$ cat config.mk
export PLATFORM = sky130hd
export DESIGN_NAME = gene_line_packer
export DESIGN_NICKNAME = d
export VERILOG_FILES = /design/src/rtl/gene_line_packer.sv
export SDC_FILE = /design/constraint.sdc
export NUM_CORES = 1
export LEC_CHECK = 0
export ABC_AREA = 1
export CORE_MARGIN = 2
export CORE_UTILIZATION = 50
export DETAILED_ROUTE_END_ITERATION = 8
export DONT_BUFFER_PORTS = 1
export GPL_TIMING_DRIVEN = 0
export PLACE_DENSITY = 0.71
export SLEW_MARGIN = 20
export SYNTH_ARGS = -nofsm -noshare
export SYNTH_HDL_FRONTEND = slang
export SYNTH_SLANG_ARGS = --single-unit
$ cat constraint.sdc
create_clock -name clk -period 3.2 [get_ports clk]
set_clock_uncertainty 0.1 [all_clocks]
set_input_delay 0.64 -clock clk [delete_from_list [all_inputs] [get_ports clk]]
set_output_delay 0.64 -clock clk [all_outputs]
set_load 0.05 [all_outputs]
$ cat src/rtl/gene_line_packer.sv
// Packs a stream of ASCII nucleotides into 2-bit-per-base lines of BASES_PER_LINE
// bases, with one output register and one stalled line held in the accumulator.
module gene_line_packer #(
   parameter int BASES_PER_LINE = 100
) (
   input  logic                                     clk,
   input  logic                                     rst,
   input  logic [7:0]                               in_char,
   input  logic                                     in_valid,
   input  logic                                     in_last,
   output logic                                     in_ready,
   output logic [2*BASES_PER_LINE-1:0]              out_line,
   output logic [$clog2(BASES_PER_LINE+1)-1:0]      out_count,
   output logic                                     out_valid,
   input  logic                                     out_ready,
   output logic                                     bad_char
);

   localparam int LW = 2 * BASES_PER_LINE;
   localparam int CW = $clog2(BASES_PER_LINE + 1);
   localparam logic [CW-1:0] LAST_POS = CW'(BASES_PER_LINE - 1);

   logic [LW-1:0] acc;
   logic [LW-1:0] line_word;
   logic [CW-1:0] cnt;
   logic [CW-1:0] pend_count;
   logic          acc_full;
   logic [1:0]    code;
   logic          known;
   logic          take;
   logic          drain;
   logic          complete;

   always_comb begin
      code  = 2'b00;
      known = 1'b1;
      case (in_char)
         "A", "a": code = 2'b00;
         "C", "c": code = 2'b01;
         "G", "g": code = 2'b10;
         "T", "t": code = 2'b11;
         default:  known = 1'b0;
      endcase
   end

   // Unfilled positions of acc are always zero, so the new base is simply written in place.
   always_comb begin
      line_word = acc;
      line_word[2*cnt +: 2] = code;
   end

   assign take     = in_valid && in_ready;
   assign drain    = out_valid && out_ready;
   assign complete = in_last || (cnt == LAST_POS);

   always_ff @(posedge clk) begin
      if (rst) begin
         acc        <= '0;
         cnt        <= '0;
         pend_count <= '0;
         acc_full   <= 1'b0;
         in_ready   <= 1'b1;
         out_line   <= '0;
         out_count  <= '0;
         out_valid  <= 1'b0;
         bad_char   <= 1'b0;
      end else begin
         if (take && !known)
            bad_char <= 1'b1;
         if (drain)
            out_valid <= 1'b0;
         if (take) begin
            if (complete) begin
               cnt <= '0;
               if (!out_valid || drain) begin
                  out_line  <= line_word;
                  out_count <= cnt + CW'(1);
                  out_valid <= 1'b1;
                  acc       <= '0;
               end else begin
                  // Output register busy: park the finished line and stop accepting.
                  acc        <= line_word;
                  pend_count <= cnt + CW'(1);
                  acc_full   <= 1'b1;
                  in_ready   <= 1'b0;
               end
            end else begin
               acc <= line_word;
               cnt <= cnt + CW'(1);
            end
         end else if (acc_full && drain) begin
            out_line  <= acc;
            out_count <= pend_count;
            out_valid <= 1'b1;
            acc       <= '0;
            acc_full  <= 1'b0;
            in_ready  <= 1'b1;
         end
      end
   end

endmodule
* Word level (Yosys, flattened, before mapping)
Cells that the tools add are included.
Storage, ports and cells: bits in registers 425, bits of input ports 13, output and inout port bits 210, logic and storage cells 71
Operators by class: $add $sub $neg 2, equal/unequal tests 12, shifts and indexed selects 2, mux-type cells 29, bitwise gates (word level) 1, reductions and logical operators 16
Operators by type and width (count):
- $mux W200 | 8
- $bwmux W200 | 1
- $shift A2 B34 Y200 const A | 1
- $shiftx A2 B34 Y200 | 1
- $eq A8 B7 Y1 const B | 8
- $mux W7 | 5
- $neg A8 Y34 | 1
- $mux W1 | 14
- $reduce_and A3 Y1 | 3
- $reduce_or A8 Y1 | 1
- $add A7 B1 Y7 const B | 1
- $eq A7 B7 Y1 const B | 1
- $pmux W2 S3 | 1
- $reduce_or A2 Y1 | 3
- $logic_and A1 B1 Y1 | 4
- $ne A2 B1 Y1 const B | 2
- $logic_not A1 Y1 | 2
- $logic_or A1 B1 Y1 | 2
- $ne A2 B2 Y1 const B | 1
- $reduce_bool A2 Y1 | 1
- $not A1 Y1 | 1

* Longest topological paths before layout
depth in word-level cells 8, gate-level depth with buffers 18, gate-level depth less buffers 18

* Worst setup path after synthesis
OpenSTA, ideal clock, no wires.
path type register -> register, start register cnt[0], end register acc[44], library setup time 70 ps, arrival time 2765 ps, required time 3030 ps, path slack 265 ps, stages on the path, launching flop included 15, path buffers 3, period minus slack after synthesis 2935 ps, path through dfxtp_1 -> inv_2 -> ha_1 -> nand3_4 -> nor2_1 -> ha_1 -> clkbuf_1 -> inv_2 -> nor2_1 -> clkbuf_1 -> clkbuf_1 -> nand3_1 -> nand2_1 -> nand3_1 -> a21oi_1
Between the ends: cells in the longest elaborated chain, start to end 6, elaborated cells on any way between the ends 9, those cells by class 1 x add/sub; 1 x eq/ne; 2 x shift; 4 x mux; 1 x reduce/logical
Ends and longest elaborated chain:
- start: declaration | RTL line 25 | logic [CW-1:0] cnt;
- start signal: assignment | RTL line 89 | cnt <= cnt + CW'(1);
- $neg A8 Y34 | RTL line 49 | line_word[2*cnt +: 2] = code;
- $shiftx A2 B34 Y200 / $shift A2 B34 Y200 (equally long branches) | RTL line 49
- $bwmux W200 | RTL line 49
- $mux W200 | RTL line 75 | if (!out_valid || drain) begin
- $mux W200 * | RTL line 73 | if (complete) begin
- $mux W200 * | RTL line 72 | if (take) begin
- end signal: assignment | RTL line 82 | acc <= line_word;
- end signal: assignment | RTL line 88 | acc <= line_word;
- end: declaration | RTL line 23 | logic [LW-1:0] acc;
Mark *: on every way between the ends. The rest lies on a longest branch, timed or not. A chain may end at the register's enable or synchronous reset.

* Worst setup path in the final report
start register cnt[0], end register acc[129]
The elaborated chain is that of the path after synthesis.

==> qor.yml <==
final_max_slew_viol_count: 0
synth-edff-count: 0
hold_path_class: "input pin to register"
io_buffers: 0
cts-buffers-inserted: 46
hold_viol: 0
drc: 0
wl_mm: 97.8
gp_congestion: 1.07
syn2layout_area_growth_pct: 12.2
relSlewSlack_pct: 23.6
period_share_pct: 101
timing.hold.ws_ns: 0.147
fin_util_pct: 56.8
routedWlPerCell_um: 25.0
start_util_pct: 50.7
start_kind: "register"
die_h_um: 210
cp_data_arrival_time_ns: 3.65
yosysSeqAreaShare_pct: 39.9
critPathKind: "register to register"
antenna_found_initial: 1
row_count: 75
via_per_inst: 6.15
power_mw: 12.8
whs_path_depth: 3
design.core.area_mm2: 0.0420
drive_gt1_share_pct: 8.47
yosys_warnings: 0
finalSetupViolCount: 2
drtPass1Iterations: 7
fin_tns_setup_ns: -0.0291
setup.worst_path.end_class: "register"
cts_buffer_depth: 3
via_count: 24100
reg2reg_depth: 10
r2r_start: "cnt[0]"
cts_tree: "yes"
syn_inst: 3284
path_clk_slew_ns: 0.06
async_flop_share_pct: 0
synth.distinct_cells: 40
r2r_setup_slack_ns: -0.03
outcome: "finished with violations"
violations: "negative setup slack"
dp_hpwl_mm: 73.7
htreeDepth: 2
post_dp_cell_area_mm2: 0.0220
syn_area_per_cell_um2: 6.49
dieArea_mm2: 0.0443
power.density_mw_per_mm2: 537
drtIter0Drc: 3022
overflow: 0
crit_fanout: 10
syn_area_mm2: 0.0213
p_leak_nw: 9.06
postSynth.topFlopCell: "dfxtp_1"
fmax_ghz: 0.310
clkSinkCount: 425
synth_fp_nets: 3300
synth_seq_cells: 425
first_global_vias: 22400
cts-root-buf: "clkbuf_16"
period_needed_ns: 3.23
ant_nets: 0
final_cell_area_mm2: 0.0239
grt_pass1_wl_mm: 141
required_ns: 3.62
max_cap_viol_count: 0
die_w_um: 210
io_pins: 223
ir_drop_uv: 421
finalWorstSetupSlack_ns: -0.0253
worstReg2RegEnd: "acc[129]"
clk_latency_ns: 0.59
worstHoldStart: "out_ready"
num-nets-final: 3360
grt_use_total_pct: 43.1
grt_max_degree: 14
worstMarginPinSlew_ns: 1.15
[placed cells by master, fill, tap and decap left out, types with 4 or more instances in the layout]
master	n
a21oi_1	494
a31oi_1	5
and2_1	8
buf_1	15
buf_2	31
buf_4	16
clkbuf_1	149
clkbuf_16	47
clkbuf_2	25
clkbuf_4	6
clkbuf_8	8
clkinv_2	8
dfxtp_1	422
inv_1	238
inv_2	12
nand2_1	936
nand2_2	7
nand3_1	334
nand4_1	59
nor2_1	139
nor2_2	45
nor2_4	20
nor3_1	10
nor3_2	8
o211ai_1	16
o21a_1	4
o21ai_0	207
o21ai_1	22
o22ai_1	8
or2_1	15
or2_2	25
xor2_1	4
[cell usage after synthesis, types with 2 or more instances]
cell | number | area (µm²)
a21oi_1 | 494 | 2470
a22oi_1 | 2 | 15.0
a31oi_1 | 5 | 31.3
and2_1 | 8 | 50.1
buf_1 | 20 | 75.1
buf_2 | 35 | 175
clkbuf_1 | 162 | 608
dfxtp_1 | 425 | 8510
ha_1 | 3 | 37.5
inv_1 | 238 | 893
inv_2 | 13 | 48.8
nand2_1 | 941 | 3530
nand2_2 | 2 | 12.5
nand2_4 | 2 | 22.5
nand3_1 | 337 | 1690
nand3_4 | 3 | 52.6
nand4_1 | 59 | 369
nor2_1 | 190 | 713
nor2_2 | 14 | 87.6
nor3_1 | 13 | 65.1
nor3_2 | 6 | 60.1
o211ai_1 | 16 | 120
o21a_1 | 4 | 30.0
o21ai_0 | 208 | 1040
o21ai_1 | 21 | 105
o22ai_1 | 8 | 50.1
or2_1 | 15 | 93.8
or2_2 | 25 | 156
xor2_1 | 4 | 35.0
[layout make-up]
class | instances | area (µm²)
fill | 4171 | 18100
multi-input combinational | 2389 | 11300
sequential | 425 | 8510
clock buffer | 67 | 1330
inverter | 252 | 948
buffer | 216 | 911
tap | 539 | 674
clock inverter | 15 | 120
timing repair buffer | 14 | 105
antenna | 2 | 5.00
[timing repair]
item,in CTS,in global routing
setup endpoints to repair,404,341
setup buffers,12,2
endpoints found under the hold margin,0,0
hold buffers,0,0
resized for setup,63,70
pin swaps,2,1
[sequential cells by signal (all words and copies together), names as in the netlist, named ones only]
| signal | count |
|---|---|
| acc_full | 1 |
| acc | 200 |
| out_line | 200 |
| pend_count | 7 |
| bad_char | 1 |
| cnt | 7 |
| in_ready | 1 |
| out_count | 7 |
[per-stage QoR]
stage | std cells | worst slack, ns
global route | 3917 | -0.00848
global placement | 3823 | -1.51
detailed placement | 3823 | -1.53
finish | 3919 | -0.0253
floorplan | 3284 | 0.265
CTS | 3916 | -0.0117
[cell families after synthesis]
| kind of cell | count (synthesis) | synth area share [%] |
|---|---|---|
| xor gates and xnor gates | 7 | 0.447 |
| buffers and inverters | 470 | 8.51 |
| and+or+nand+nor | 1617 | 32.6 |
| AOI/OAI and AO/OA | 762 | 18.3 |
| DFF | 425 | 39.9 |
| adders and majority gates | 3 | 0.176 |
[worst max-delay path: stages (launching register included)]
cell	delay, ns
dfxtp_2	0.38
ha_1	0.24
inv_1	0.06
nor2_1	0.05
a41o_1	0.29
o21ai_4	0.22
buf_4	0.27
clkbuf_1	0.44
buf_1	0.77
nand2_1	0.18
a21oi_1	0.16
[metal layers]
metal,track usage [%],routed length (µm)
met1,53.1,37400
met2,66.3,42100
met3,10.4,10200
met4,30.4,8100
met5,0,0
[report_power, final]
group | internal, mW | switching [mW] | total, mW
combinational | 0.285 | 1.14 | 1.43
clock | 2.97 | 2.28 | 5.25
sequential | 5.46 | 0.710 | 6.17
[how the worst max path moves through the flow]
stage / end / cells after the start / from
2_1_floorplan: acc[44] / 14 / cnt[0]
3_3_place_gp: out_line[44] / 14 / cnt[0]
3_5_place_dp: acc[44] / 14 / cnt[0]
4_1_cts: out_line[28] / 16 / cnt[0]
5_1_grt: acc[194] / 10 / cnt[0]
6_report: acc[129] / 10 / cnt[0]
No activity file was read; power rests on OpenSTA's default activity.
